$ cat config.mk
export PLATFORM = sky130hd
export DESIGN_NAME = mem_arbiter
export DESIGN_NICKNAME = d
export VERILOG_FILES = /design/src/rtl/mem_arbiter_pkg.sv /design/src/rtl/mem_arbiter_rr_arb2.sv /design/src/rtl/mem_arbiter.sv
export SDC_FILE = /design/constraint.sdc
export NUM_CORES = 1
export LEC_CHECK = 0
export CAP_MARGIN = 20
export CORE_ASPECT_RATIO = 0.75
export CORE_MARGIN = 3
export CORE_UTILIZATION = 36
export DETAILED_ROUTE_END_ITERATION = 8
export GPL_TIMING_DRIVEN = 0
export MAX_ROUTING_LAYER = met4
export PLACE_DENSITY_LB_ADDON = 0.1
export SLEW_MARGIN = 15
export SYNTH_ARGS = -nofsm -noshare
export SYNTH_HDL_FRONTEND = slang
export SYNTH_HIERARCHICAL = 1
export SYNTH_SLANG_ARGS = --single-unit
$ cat constraint.sdc
create_clock -name clk -period 1.9 [get_ports clk]
set_clock_uncertainty 0.15 [all_clocks]
set_input_delay 0.38 -clock clk [delete_from_list [all_inputs] [get_ports clk]]
set_output_delay 0.38 -clock clk [all_outputs]
set_load 0.1 [all_outputs]
$ cat src/rtl/mem_arbiter_pkg.sv
// Shared definitions for the unified-memory arbiter: transfer direction codes
// and the arbiter FSM state encoding.
package mem_arbiter_pkg;

  localparam logic DIRECTION_READ  = 1'b0;
  localparam logic DIRECTION_WRITE = 1'b1;

  typedef enum logic [1:0] {
    ARB_IDLE   = 2'd0,
    ARB_BUSY_I = 2'd1,
    ARB_BUSY_D = 2'd2,
    ARB_ACK    = 2'd3
  } arb_state_t;

endpackage

$ cat src/rtl/mem_arbiter_rr_arb2.sv
// Two-input round-robin pick: a lone request wins outright, a tie goes to the
// port that was not granted last.
module rr_arb2 (
  input  logic i_req,
  input  logic d_req,
  input  logic last_d,
  output logic grant_i,
  output logic grant_d
);

  assign grant_i = i_req & (~d_req | last_d);
  assign grant_d = d_req & (~i_req | ~last_d);

endmodule

$ cat src/rtl/mem_arbiter.sv
// Shares one single-port memory between the fetch (i_*) and data (d_*) ports
// of bfcpu, one transaction outstanding at a time, round-robin on contention.
module mem_arbiter
  import mem_arbiter_pkg::*;
#(
  parameter int              M_AW   = 17,
  parameter logic [M_AW-1:0] D_BASE = M_AW'(17'h10000)
) (
  input  logic            clk,
  input  logic            rst,
  input  logic            i_req,
  input  logic [15:0]     i_addr,
  output logic            i_ack,
  output logic [7:0]      i_rdata,
  input  logic            d_req,
  input  logic            d_dir,
  input  logic [7:0]      d_addr,
  input  logic [7:0]      d_wdata,
  output logic            d_ack,
  output logic [7:0]      d_rdata,
  output logic            m_req,
  output logic            m_dir,
  output logic [M_AW-1:0] m_addr,
  output logic [7:0]      m_wdata,
  input  logic            m_ack,
  input  logic [7:0]      m_rdata
);

  arb_state_t      state_reg, state_next;
  logic            last_d_reg, last_d_next;
  logic            m_req_next, m_dir_next;
  logic [M_AW-1:0] m_addr_next;
  logic [7:0]      m_wdata_next;
  logic            i_ack_next, d_ack_next;
  logic [7:0]      i_rdata_next, d_rdata_next;
  logic            grant_i, grant_d;

  rr_arb2 u_rr_arb2 (
    .i_req   (i_req),
    .d_req   (d_req),
    .last_d  (last_d_reg),
    .grant_i (grant_i),
    .grant_d (grant_d)
  );

  always_ff @(posedge clk) begin
    if (rst) begin
      state_reg  <= ARB_IDLE;
      last_d_reg <= 1'b1;
      m_req      <= 1'b0;
      m_dir      <= DIRECTION_READ;
      m_addr     <= '0;
      m_wdata    <= '0;
      i_ack      <= 1'b0;
      d_ack      <= 1'b0;
      i_rdata    <= '0;
      d_rdata    <= '0;
    end else begin
      state_reg  <= state_next;
      last_d_reg <= last_d_next;
      m_req      <= m_req_next;
      m_dir      <= m_dir_next;
      m_addr     <= m_addr_next;
      m_wdata    <= m_wdata_next;
      i_ack      <= i_ack_next;
      d_ack      <= d_ack_next;
      i_rdata    <= i_rdata_next;
      d_rdata    <= d_rdata_next;
    end
  end

  // Requester inputs are only looked at in IDLE; the command registers then
  // hold the granted transaction until the memory acknowledges it.
  always_comb begin
    state_next   = state_reg;
    last_d_next  = last_d_reg;
    m_req_next   = m_req;
    m_dir_next   = m_dir;
    m_addr_next  = m_addr;
    m_wdata_next = m_wdata;
    i_ack_next   = 1'b0;
    d_ack_next   = 1'b0;
    i_rdata_next = i_rdata;
    d_rdata_next = d_rdata;

    case (state_reg)
      ARB_IDLE: begin
        if (grant_i) begin
          m_addr_next = M_AW'(i_addr);
          m_dir_next  = DIRECTION_READ;
          m_req_next  = 1'b1;
          last_d_next = 1'b0;
          state_next  = ARB_BUSY_I;
        end else if (grant_d) begin
          m_addr_next  = D_BASE + M_AW'(d_addr);
          m_dir_next   = d_dir;
          m_wdata_next = d_wdata;
          m_req_next   = 1'b1;
          last_d_next  = 1'b1;
          state_next   = ARB_BUSY_D;
        end
      end

      ARB_BUSY_I: begin
        if (m_ack) begin
          m_req_next   = 1'b0;
          i_rdata_next = m_rdata;
          i_ack_next   = 1'b1;
          state_next   = ARB_ACK;
        end
      end

      ARB_BUSY_D: begin
        if (m_ack) begin
          m_req_next = 1'b0;
          if (m_dir == DIRECTION_READ) begin
            d_rdata_next = m_rdata;
          end
          d_ack_next = 1'b1;
          state_next = ARB_ACK;
        end
      end

      ARB_ACK: begin
        state_next = ARB_IDLE;
      end

      default: begin
        state_next = ARB_IDLE;
      end
    endcase
  end

endmodule

Word level (Yosys, flattened, before mapping)
Cells that the tools add are included. W data, S select, Z words.

Add/subtract/negate cells: 1. Eq/ne operators: 5. Muxes and demuxes: 14. Bitwise operators: 11. Reduce and logical (&&, ||, !) cells: 12.

Operators with widths (number): $mux W17 (2); $add A17 B8 Y17 const A (1); $reduce_and A3 Y1 (3); $mux W1 (7); $not A1 Y1 (7); $mux W2 (3); $pmux W2 S3 (1); $reduce_and A2 Y1 (3); $reduce_or A2 Y1 (3); $eq A2 B2 Y1 const B (2); $reduce_bool A2 Y1 (2); $ne A3 B3 Y1 const B (1); $and A1 B1 Y1 (2); $eq A2 B1 Y1 const B (1); $logic_not A2 Y1 (1); $ne A2 B1 Y1 const B (1); $or A1 B1 Y1 (2); $pmux W1 S2 (1).

Register bits after elaboration: 48. Input bits: 46. Output and inout bits: 45. Logic and storage cells: 53.

Depth between registers and ports, before layout
Depth after elaboration: 6. Depth in mapped cells: 7. Mapped depth without buffers: 5.

Hierarchy
Netlist, hierarchy kept.

By module, submodules not included: mem_arbiter (times used 1, cells each 194, area an instance 1863.0 µm², seq. area each 960.9 µm²); rr_arb2 (times used 1, cells each 3, area an instance 18.8 µm², seq. area each 0.0 µm²).

Least setup slack after synthesis
Ideal clock, no wire load.

Kind: register to register. Start: register m_dir. End: register d_rdata[7]. Setup time: 128 ps. Arrival time: 1589 ps. Data required time: 1622 ps. Setup slack: 33 ps. Stages on the path, launching flop included: 5. Path buffers: 1. Period minus slack after synthesis: 1867 ps. Path through: dfxtp_1 > nand3b_1 > buf_2 > mux2i_1 > nor2_1.

Word-level cells in the longest chain between the ends: 2.

Ends and longest elaborated chain: start, declared (RTL line mem_arbiter.sv:22) `output logic m_dir,`; start signal, assigned (RTL line mem_arbiter.sv:62) `m_dir <= m_dir_next;`; $not A1 Y1 (no source line); $reduce_and A3 Y1 (no source line); end signal, assigned (RTL line mem_arbiter.sv:68) `d_rdata <= d_rdata_next;`; end, declared (RTL line mem_arbiter.sv:20) `output logic [7:0] d_rdata,`.

No other way between the ends. A chain may end at the register's enable or synchronous reset.

Worst setup path in the final report
Start: input i_req. End: register m_req.

Elaborated cells between the ends (all ways): 8. Classes of those cells: eq/ne (1); mux (2); bitwise (4); reduce/logical (1).

RTL lines: start, declared (RTL line mem_arbiter.sv:11) `input logic i_req,`; $and A1 B1 Y1 * (RTL line mem_arbiter_rr_arb2.sv:11) `assign grant_i = i_req & (~d_req | last_d);`; net grant_i (RTL line mem_arbiter.sv:36) `logic grant_i, grant_d;`; $ne A3 B3 Y1 (no source line) / $mux W1 (equally long branches); $reduce_and A3 Y1 (no source line) / $pmux W1 S2 (equally long branches); end signal, assigned (RTL line mem_arbiter.sv:61) `m_req <= m_req_next;`; end, declared (RTL line mem_arbiter.sv:21) `output logic m_req,`.

Mark *: on every way through the listed nets, which the timed path passes. The rest lies on a longest branch.

==> summary.md <==
| Metric | Value |
|---|---|
| FF-to-FF Start | state_reg[1] |
| CTS buffer count | 5 |
| Top-count cell post-synth | dfxtp_1 |
| Reg with most FFs | m_addr |
| Avg WL per Cell | 12.9 µm |
| CP max stage cell | or3b_4 |
| Yosys cell types | 29 |
| # rows | 22 |
| HP Start | i_rdata[5] |
| DR vias | 1677 |
| GRT Total Usage | 0.159 |
| DRC | 0 |
| Yosys warnings | 6 |
| GPL Wtd Cong | 0.775 |
| P_leak | 1.26 nW |
| Die height | 68.6 µm |
| Layout cell share with drive strength beyond 1 | 0.232 |
| FMAX | 556 MHz |
| Post-DP HPWL | 3530 µm |
| Pwr Total | 4.33 mW |
| DP Worst Slack | -0.609 ns |
| CP Capture Type | flop |
| RSZ-0062 raised after global routing | no |
| CP startpoint kind | input pin |
| CP Cell Sequence | clkdlybuf4s50_1, a21boi_1, buf_2, or3b_4, a41o_1, nor2_1 |
| Initial antenna violation count | 0 |
| IO Port Bufs | 90 |
| CTS Buffer Depth | 2 |
| Sink Count | 48 |
| Max_cap viols | 0 |
| Worst slew pin tran | 0.560 ns |
| Vias per cell | 4.59 |
| Worst rel slew slack | 0.628 |
| Antenna-violating nets left | 0 |
| Core Area | 4980 µm² |
| Area of the die | 6140 µm² |
| Setup ws final | 0.101 ns |
| TritonCTS clock tree | built |
| R2R Path End | m_req |
| Starting DRC count in detailed routing | 75 |
| Area grow syn2layout | 63.2% |
| First-pass GRT wire length | 7390 µm |
| Max reg flops | 17 |
| Yosys top cell area share | 0.511 |
| Top cells by area, synth | dfxtp_1 (51%), mux2i_1 (13%), nor2_1 (7.4%) |
| Worst-case reg-to-reg path depth | 5 |
| R2R setup slack | 0.15 ns |
| Status | completed |
| Final TNS setup | 0 ns |
| Nets | 343 |
| P per Cell Area | 1410 nW/µm² |
| Mapped Area | 1880 µm² |
| Met3 wire len | 322 µm |
| Metal1 wirelength | 2370 µm |
| Async S/R FF share, synth | 0 |
| H-tree Lvls | 2 |
| Vias in the first global route | 1574 |
| Worst skew pair latency | 0.29 ns |
| Slowest stage delay, CP | 0.44 ns |
| Grt total ovfl | 0 |
| Clock-pin slew on the worst setup and hold paths | 0.09 ns |
| Synthesized instance count | 197 |
| Crit path max fanout | 6 |
| Main synth FF type | dfxtp_1 |
| Diodes inserted | 0 |
| Final wirelength | 4700 µm |
| Slew Viols, Final | 0 |
| Required time of the critical path | 1.98 ns |
| Final min period | 1.80 ns |
| CTS Root Cell | clkbuf_8 |
| WHS Path Cells | 2 |
| Hold endpoint | i_rdata[5] |
| VDD IR max | 0.804 mV |
| Final period utilization | 0.947 |
| Post-synth top cells | dfxtp_1 (48), nor2_1 (37), mux2i_1 (25), a21oi_1 (11), nand2_1 (10) |
| Final setup violation count | 0 |
| Chip Width | 89.5 µm |
| Crit path DAT | 1.88 ns |
| Post-Syn Nets | 248 |
| Mean post-synth cell area | 9.55 µm² |
| Max layer used | met4 |
| Post-synthesis sequential area ratio | 0.511 |
| Fin. Hold Viols | 0 |
| Starting Density | 0.378 |
| Kind of critical path | input pin to flop |
| Hold Path Class | flop to flop |
| #FFs+latches synth | 48 |
| Met2 Wirelength | 1990 µm |
| Largest net degree at the start of global routing | 17 |
| Yosys top cell by area | dfxtp_1 |
| Number of synthesized flops with an enable pin | 0 |
| First-pass detailed-route iteration total | 4 |
| I/O Pins | 91 |
## layout make-up
| cell class | instances | area (µm²) |
|---|---|---|
| fillers | 469 | 1910 |
| flip-flops and latches | 48 | 961 |
| well taps | 72 | 90.1 |
| clock inverters | 2 | 35.0 |
| inverters | 5 | 18.8 |
| clock buffers | 6 | 72.6 |
| plain buffers | 12 | 63.8 |
| multi-input cells | 130 | 872 |
| repair buffers | 90 | 957 |
## through the flow
| step | hold WS, ns | util | std cells | cell area [µm²] |
|---|---|---|---|---|
| 2_1_floorplan | 0.333 | - | 197 | 1880 |
| 3_3_place_gp | 0.292 | 0.577 | 359 | 2870 |
| 3_5_place_dp | 0.300 | 0.577 | 359 | 2870 |
| 4_1_cts | 0.313 | 0.611 | 366 | 3040 |
| 5_1_grt | 0.330 | 0.616 | 365 | 3070 |
| 6_report | 0.307 | 0.616 | 365 | 3070 |
## logic make-up (layout without fill, tap and decap cells)
family,count (synthesis),in the layout,synth area share
DFF,48,48,0.511
adders and majority gates,5,5,0.0332
buffers and inverters,19,115,0.0412
muxes,25,25,0.133
AOI/OAI and AO/OA,39,39,0.145
and+or+nand+nor,61,61,0.137
## what timing repair did
action                                  CTS  global route
hold buffers                              0             0
buffers inserted                          0             0
gates resized for setup                 141            14
endpoints found under the setup margin   73            39
## cell usage in the layout, fill, tap and decap left out, types with 2 or more instances in the layout
cell,instances
clkbuf_1,5
a211oi_1,9
clkdlybuf4s50_1,45
mux2i_1,25
ha_1,4
nand3_1,8
dfxtp_1,48
nand3b_1,2
a21oi_1,11
a22oi_1,8
inv_1,5
clkbuf_2,4
buf_2,2
nand2_1,9
nor2_1,37
clkdlybuf4s15_2,45
clkbuf_8,5
## routing by layer
metal,vias to the layer above,global-route usage
met5,-,-
li1,873,-
met4,0,0.0335
met2,58,0.231
met3,2,0.0451
met1,744,0.221
## where the power goes
part | total, mW | leakage (nW) | internal, mW | switching (mW)
logic | 2.32 | 0.813 | 0.603 | 1.72
clock network | 0.713 | 0.0552 | 0.391 | 0.322
registers | 1.30 | 0.392 | 1.20 | 0.105
total | 4.33 | 1.26 | 2.19 | 2.14
## worst max path at each step
| stage | startpoint | end | slack [ns] |
|---|---|---|---|
| 2_1_floorplan | m_dir | d_rdata[7] | 0.03 |
| 3_3_place_gp | d_req | m_addr[0] | -0.59 |
| 3_5_place_dp | d_req | m_addr[7] | -0.61 |
| 4_1_cts | i_req | m_req | 0.04 |
| 5_1_grt | i_req | m_wdata[0] | 0.007 |
| 6_report | i_req | m_req | 0.10 |
## critical path: cells and delay by family
family	cells	cell delay [ns]
simple gates	2	0.51
buf+inv	2	0.59
compound gates	2	0.40
Note: power is estimated with default switching activity, not from simulation.
